$ cat src/rtl/alu_result_display.sv
// ALU result to sign + 2-digit BCD (5-step double-dabble) driving a scanned 4-digit 7-seg display.
// Display/LEDs update 6 edges after load; load ignored while busy; optional DISPLAY_BLINK_EN blinks the error pattern.
module alu_result_display #(
  parameter int REFRESH_DIV = 1000
) (
  input  logic       clk,
  input  logic       rst_n,
  input  logic       load,
  input  logic [4:0] result,
  input  logic [1:0] sel,
  input  logic       zeroFlag,
  input  logic       divByZeroFlag,
  output logic       busy,
  output logic       ack,
  output logic [6:0] seg,
  output logic [3:0] an,
  output logic       zero_led,
  output logic       err_led
);

  typedef enum logic [1:0] {IDLE, CONV, DONE} state_e;

  localparam int              CNT_W   = (REFRESH_DIV > 2) ? $clog2(REFRESH_DIV) : 1;
  localparam logic [CNT_W-1:0] CNT_MAX = CNT_W'(REFRESH_DIV - 1);
  localparam logic [2:0]       ITERS   = 3'd5;

  localparam logic [6:0] GLYPH_MINUS = 7'h40;
  localparam logic [6:0] GLYPH_E     = 7'h79;
  localparam logic [6:0] GLYPH_R     = 7'h50;
  localparam logic [6:0] GLYPH_BLANK = 7'h00;

  function automatic logic [6:0] digit_glyph(input logic [3:0] d);
    logic [6:0] g;
    case (d)
      4'd0:    g = 7'h3F;
      4'd1:    g = 7'h06;
      4'd2:    g = 7'h5B;
      4'd3:    g = 7'h4F;
      4'd4:    g = 7'h66;
      4'd5:    g = 7'h6D;
      4'd6:    g = 7'h7D;
      4'd7:    g = 7'h07;
      4'd8:    g = 7'h7F;
      4'd9:    g = 7'h6F;
      default: g = GLYPH_BLANK;
    endcase
    return g;
  endfunction

  state_e           state_q, state_d;
  logic [4:0]       mag_q, mag_d;
  logic [7:0]       bcd_q, bcd_d;
  logic [2:0]       iter_q, iter_d;
  logic             neg_q, neg_d;
  logic             cap_zero_q, cap_zero_d;
  logic             cap_err_q, cap_err_d;
  logic [3:0][6:0]  disp_q, disp_d;
  logic             zero_led_q, zero_led_d;
  logic             err_led_q, err_led_d;
  logic [CNT_W-1:0] scan_cnt_q, scan_cnt_d;
  logic [1:0]       idx_q, idx_d;
  logic [6:0]       seg_q, seg_d;
  logic [3:0]       an_q, an_d;

  logic             accept;
  logic             conv_step;
  logic             disp_wr;
  logic             scan_wrap;
  logic [3:0]       ones_adj, tens_adj;
  logic [12:0]      shifted;

  assign accept    = (state_q == IDLE) && load;
  assign conv_step = (state_q == CONV) && (iter_q != ITERS);
  assign disp_wr   = (state_q == CONV) && (iter_q == ITERS);
  assign scan_wrap = (scan_cnt_q == CNT_MAX);

  // FSM: state register
  always_ff @(posedge clk or negedge rst_n) begin
    if (!rst_n) state_q <= IDLE;
    else        state_q <= state_d;
  end

  // FSM: next state
  always_comb begin
    state_d = state_q;
    case (state_q)
      IDLE:    if (load) state_d = CONV;
      CONV:    if (iter_q == ITERS) state_d = DONE;
      DONE:    state_d = IDLE;
      default: state_d = IDLE;
    endcase
  end

  // FSM: outputs
  always_comb begin
    busy = (state_q != IDLE);
    ack  = (state_q == DONE);
  end

  // Capture and double-dabble: adjust nibbles >= 5 by +3, then shift the whole chain left.
  always_comb begin
    ones_adj = (bcd_q[3:0] >= 4'd5) ? bcd_q[3:0] + 4'd3 : bcd_q[3:0];
    tens_adj = (bcd_q[7:4] >= 4'd5) ? bcd_q[7:4] + 4'd3 : bcd_q[7:4];
    shifted  = {tens_adj, ones_adj, mag_q} << 1;

    mag_d      = mag_q;
    bcd_d      = bcd_q;
    iter_d     = iter_q;
    neg_d      = neg_q;
    cap_zero_d = cap_zero_q;
    cap_err_d  = cap_err_q;

    if (accept) begin
      neg_d      = (sel == 2'b01) && result[4];
      mag_d      = neg_d ? (~result + 5'd1) : result;
      bcd_d      = 8'h00;
      iter_d     = 3'd0;
      cap_zero_d = zeroFlag;
      cap_err_d  = divByZeroFlag;
    end else if (conv_step) begin
      bcd_d  = shifted[12:5];
      mag_d  = shifted[4:0];
      iter_d = iter_q + 3'd1;
    end
  end

  // Display registers and LEDs load together on the edge entering DONE.
  always_comb begin
    disp_d     = disp_q;
    zero_led_d = zero_led_q;
    err_led_d  = err_led_q;
    if (disp_wr) begin
      zero_led_d = cap_zero_q;
      err_led_d  = cap_err_q;
      if (cap_err_q) begin
        disp_d[3] = GLYPH_E;
        disp_d[2] = GLYPH_R;
        disp_d[1] = GLYPH_R;
        disp_d[0] = GLYPH_BLANK;
      end else begin
        disp_d[3] = neg_q ? GLYPH_MINUS : GLYPH_BLANK;
        disp_d[2] = GLYPH_BLANK;
        disp_d[1] = (bcd_q[7:4] == 4'd0) ? GLYPH_BLANK : digit_glyph(bcd_q[7:4]);
        disp_d[0] = digit_glyph(bcd_q[3:0]);
      end
    end
  end

  always_comb begin
    scan_cnt_d = scan_wrap ? '0 : scan_cnt_q + CNT_W'(1);
    idx_d      = scan_wrap ? idx_q + 2'd1 : idx_q;
    an_d       = 4'b0001 << idx_d;
  end

`ifdef DISPLAY_BLINK_EN
  logic [7:0] blink_cnt_q, blink_cnt_d;
  logic       blink_ph_q, blink_ph_d;
  logic       disp_err_q, disp_err_d;

  always_comb begin
    blink_cnt_d = scan_wrap ? blink_cnt_q + 8'd1 : blink_cnt_q;
    blink_ph_d  = (scan_wrap && (blink_cnt_q == 8'hFF)) ? ~blink_ph_q : blink_ph_q;
    disp_err_d  = disp_wr ? cap_err_q : disp_err_q;
    seg_d       = (disp_err_d && blink_ph_d) ? GLYPH_BLANK : disp_d[idx_d];
  end

  always_ff @(posedge clk or negedge rst_n) begin
    if (!rst_n) begin
      blink_cnt_q <= 8'h00;
      blink_ph_q  <= 1'b0;
      disp_err_q  <= 1'b0;
    end else begin
      blink_cnt_q <= blink_cnt_d;
      blink_ph_q  <= blink_ph_d;
      disp_err_q  <= disp_err_d;
    end
  end
`else
  always_comb begin
    seg_d = disp_d[idx_d];
  end
`endif

  always_ff @(posedge clk or negedge rst_n) begin
    if (!rst_n) begin
      mag_q      <= 5'd0;
      bcd_q      <= 8'h00;
      iter_q     <= 3'd0;
      neg_q      <= 1'b0;
      cap_zero_q <= 1'b0;
      cap_err_q  <= 1'b0;
      disp_q     <= '0;
      zero_led_q <= 1'b0;
      err_led_q  <= 1'b0;
      scan_cnt_q <= '0;
      idx_q      <= 2'd0;
      seg_q      <= GLYPH_BLANK;
      an_q       <= 4'b0001;
    end else begin
      mag_q      <= mag_d;
      bcd_q      <= bcd_d;
      iter_q     <= iter_d;
      neg_q      <= neg_d;
      cap_zero_q <= cap_zero_d;
      cap_err_q  <= cap_err_d;
      disp_q     <= disp_d;
      zero_led_q <= zero_led_d;
      err_led_q  <= err_led_d;
      scan_cnt_q <= scan_cnt_d;
      idx_q      <= idx_d;
      seg_q      <= seg_d;
      an_q       <= an_d;
    end
  end

  assign seg      = seg_q;
  assign an       = an_q;
  assign zero_led = zero_led_q;
  assign err_led  = err_led_q;

endmodule
$ cat config.mk
export PLATFORM = sky130hd
export DESIGN_NAME = alu_result_display
export DESIGN_NICKNAME = d
export VERILOG_FILES = /design/src/rtl/alu_result_display.sv
export SDC_FILE = /design/constraint.sdc
export NUM_CORES = 1
export LEC_CHECK = 0
export ABC_AREA = 1
export BUFFER_PORTS_ARGS = -buffer_cell sky130_fd_sc_hd__buf_2
export CORE_ASPECT_RATIO = 0.6
export CORE_UTILIZATION = 40
export DETAILED_ROUTE_END_ITERATION = 7
export PLACE_DENSITY_LB_ADDON = 0.08
export SETUP_SLACK_MARGIN = 0.3
export SLEW_MARGIN = 30
export SYNTH_ARGS = -nofsm -noshare
export SYNTH_HDL_FRONTEND = slang
export SYNTH_SLANG_ARGS = --single-unit
$ cat constraint.sdc
create_clock -name clk -period 1.8 [get_ports clk]
set_input_delay 0.54 -clock clk [delete_from_list [all_inputs] [get_ports clk]]
set_output_delay 0.54 -clock clk [all_outputs]
set_load 0.005 [all_outputs]
==> results by group <==
Yosys
  • Synth area leader: dfrtp_1
  • Yosys warning count: 0
  • Post-synth top area share: about half
  • Yosys cell types: 30
  • Syn nets: about 470
  • Sequential fraction of the synthesis area: about half
  • Seq cells post-synth: between 70 and 80
  • Largest cells by area after synthesis: dfrtp_1 50%, nand2_1 14%, ha_1 5.5%
  • Cells after Synth: 440
  • Mapped Area: between 0.003 and 0.004 mm2
  • Average size of a mapped cell: 8.29 um2

Timing
  • Clock skew: between 0.006 and 0.007 ns
  • Final setup viols: 0
  • Max-Slew Margin vs Limit: between 60% and 70%
  • Worst setup margin: between 0.2 and 0.25 ns
  • Slew @ Worst Pin: around 0.47 ns
  • Final setup TNS: 0 ns
  • FMAX: about 0.63 GHz
  • Final min period: 1.59 ns
  • Fin. Hold Viols: 0
  • Fin. max-slew vios: 0
  • Unrepaired setup endpoints after global routing: true
  • Tcrit/Tclk final: roughly nine tenths

Status
  • Failing checks: DRC
  • Outcome: finished, violations left

Place
  • Port Buf Inserts: 26
  • Hpwl dp: 5970 um
  • GPL Wtd Cong: 0.839
  • Post-Place Cells: ~600
  • Pre-CTS WS: 0.0670 ns

Clock network
  • Cts hold-fix bufs: 0
  • Clk buf depth: 2
  • CTS tree: yes
  • Clk_lat worst skew: between 0.3 and 0.4 ns
  • Root Driver: clkbuf_16
  • Total CTS buffers: 9
  • CTS clock-pin slew for the worst setup and hold paths: 0.06 ns
  • CTS Sinks: between 70 and 80
  • Htree depth: 3

Drt
  • DRT Pass-1 Iters: 6
  • Wirelength per Cell: about 14 um
  • DR top layer: met4
  • WL met2: roughly 3500 um
  • DRT iter0 DRCs: 159
  • Post-DRT Antenna Nets: 0
  • Post-Route M1 WL: 5020 um
  • Total detailed-routing wirelength: between 8000 and 9000 um
  • Met3 WL: around 370 um
  • Via count: roughly 3100
  • Vias per cell: about 4.8
  • DR DRC count: 2

Layout
  • Commonest non-fill, non-tap cell in the layout: nand2_1
  • Area grow syn2layout: 36.2%
  • Layout Cells excl Fill: 640
  • Final core utilization: between 50% and 60%
  • FF/Latch Area: roughly 0.0019 mm2
  • N_diodes: 0
  • Filler Cell Count: 769
  • Net count, final: around 550
  • Layout cell share with drive strength beyond 1: around a third
  • Multi-input logic area: 0.00186 mm2
  • Most frequent cells in the layout: 114 x nand2_1, 71 x dfrtp_1, 37 x inv_1

Power and ir drop
  • Switching part of the total: approximately 37%
  • Pleak: between 0.002 and 0.003 uW
  • Pwr dens: about 1400 mW/mm2
  • Comb pwr share: between 40% and 50%
  • Register share of total power: about 34%
  • Clk pwr share: 23.5%
  • Switching Power: 2670 uW
  • Int Pwr: roughly 4500 uW
  • Worst VDD drop: approximately 550 uV

Global route
  • First-pass GRT wire length: 15400 um
  • GR Util All Layers: about a fifth
  • GR Overflow Total: 0
  • Antenna violations before repair: 0
  • Largest net degree at the start of global routing: 35
  • Vias in the first global route: 3009

Die
  • Initial Util: between 40% and 50%
  • Core area: ~0.0087 mm2
  • DIE HEIGHT: around 76 um
  • Rows: 26
  • Die Width: between 100 and 150 um
  • Total die area: approximately 0.0095 mm2
  • Ports: 27

Worst setup path
  • CP max FO: 3
  • Critical path class: flop to output port
  • Critical Path End Type: output port
  • FF-to-FF setup slack: between 0.2 and 0.25 ns
  • Crit path DAT: 1.05 ns
  • Startpoint Class: flop
  • Worst Path Required: approximately 1.3 ns

Flow run
  • Max-capacitance violation count: 0

Worst hold path
  • Worst min path class: input pin to asynchronous set/reset pin
==> sequential cells by signal (all words and copies together), names as in the netlist, 2 cells and up <==
name / flops
an: 4
seg: 7
scan_cnt_q: 10
bcd_q: 8
iter_q: 3
idx_q: 2
mag_q: 5
state_q: 2
disp_q: 28
==> synth_stat cells <==
master    instances
a211oi_1          1
a21oi_1          15
a22oi_1           1
a31oi_1           1
buf_12            1
buf_2             4
clkinv_1          2
dfrtp_1          73
dfstp_2           1
ha_1             16
inv_1            49
inv_2             3
nand2_1         137
nand2_2          10
nand2_4           2
nand3_1          40
nand3_2           1
nand4_1           2
nand4_4           1
nor2_1           28
nor2_2            4
nor2_4            1
nor3_1            2
o211ai_1          2
o21ai_0          29
o22ai_1           5
o31ai_1           1
or2_2             3
xnor2_1           3
xor2_1            2
==> critical path, cell delays in order (launching register included) <==
cell     delay [ns]
dfrtp_2        0.44
nor2_4         0.13
inv_1          0.04
buf_2          0.11
==> stage by stage <==
step / area, um2 / hold WS, ns / total power (uW)
CTS: 4720 / 0.175 / 6760
global placement: 4010 / 0.456 / 4680
global route: 4970 / 0.189 / 7760
floorplan: 3650 / 0.244 / 3950
detailed placement: 4010 / 0.460 / 4680
finish: 4970 / 0.169 / 7160
==> final timing paths <==
check,endpoint,startpoint,cells after the start
max,busy,state_q[1]$_DFFE_PN0P_,3
min,disp_q[27]$_DFF_PN0_,rst_n,1
max reg2reg,seg[4]$_DFF_PN0_,iter_q[1]$_DFFE_PN0P_,11
min reg2reg,disp_q[6]$_DFF_PN0_,disp_q[6]$_DFF_PN0_,2
max in group asynchronous,scan_cnt_q[7]$_DFF_PN0_,rst_n,2
min in group clk,cap_err_q$_DFFE_PN0P_,divByZeroFlag,3
==> layer usage <==
metal	vias to the layer above	global-route usage (%)
met5	-	0
met4	0	4.76
met3	6	5.27
met2	70	27.9
met1	1437	32.6
li1	1579	-
==> power by group through the flow <==
| stage | clock, uW | sequential [uW] | combinational, uW |
|---|---|---|---|
| floorplan | 0 | 2420 | 1530 |
| global placement | 0 | 2470 | 2210 |
| detailed placement | 0 | 2470 | 2210 |
| CTS | 1720 | 2410 | 2630 |
| global route | 1800 | 2500 | 3460 |
| finish | 1680 | 2430 | 3050 |
==> area by class of cell <==
| type | count | area share, % |
|---|---|---|
| Multi-Input combinational cell | 309 | 37.4 |
| Sequential cell | 74 | 37.3 |
| Timing Repair Buffer | 75 | 12.2 |
| Clock buffer | 12 | 5.16 |
| Inverter | 54 | 4.53 |
| Tap cell | 112 | 2.82 |
| Clock inverter | 4 | 0.529 |
==> cells by family after synthesis <==
| group | count (synthesis) | synth area share [%] |
|---|---|---|
| xor gates and xnor gates | 5 | 1.20 |
| buffers and inverters | 59 | 6.65 |
| and+or+nand+nor | 231 | 27.8 |
| adders and majority gates | 16 | 5.49 |
| AOI/OAI and AO/OA | 55 | 8.09 |
| DFF | 74 | 50.8 |
==> timing repair <==
action / CTS / global route
pin swaps: 13 / 21
cloned: 2 / 0
setup endpoints to repair: 16 / 34
buffers inserted: 27 / 9
gates resized for setup: 47 / 66
(Power assumes the default switching activity.)
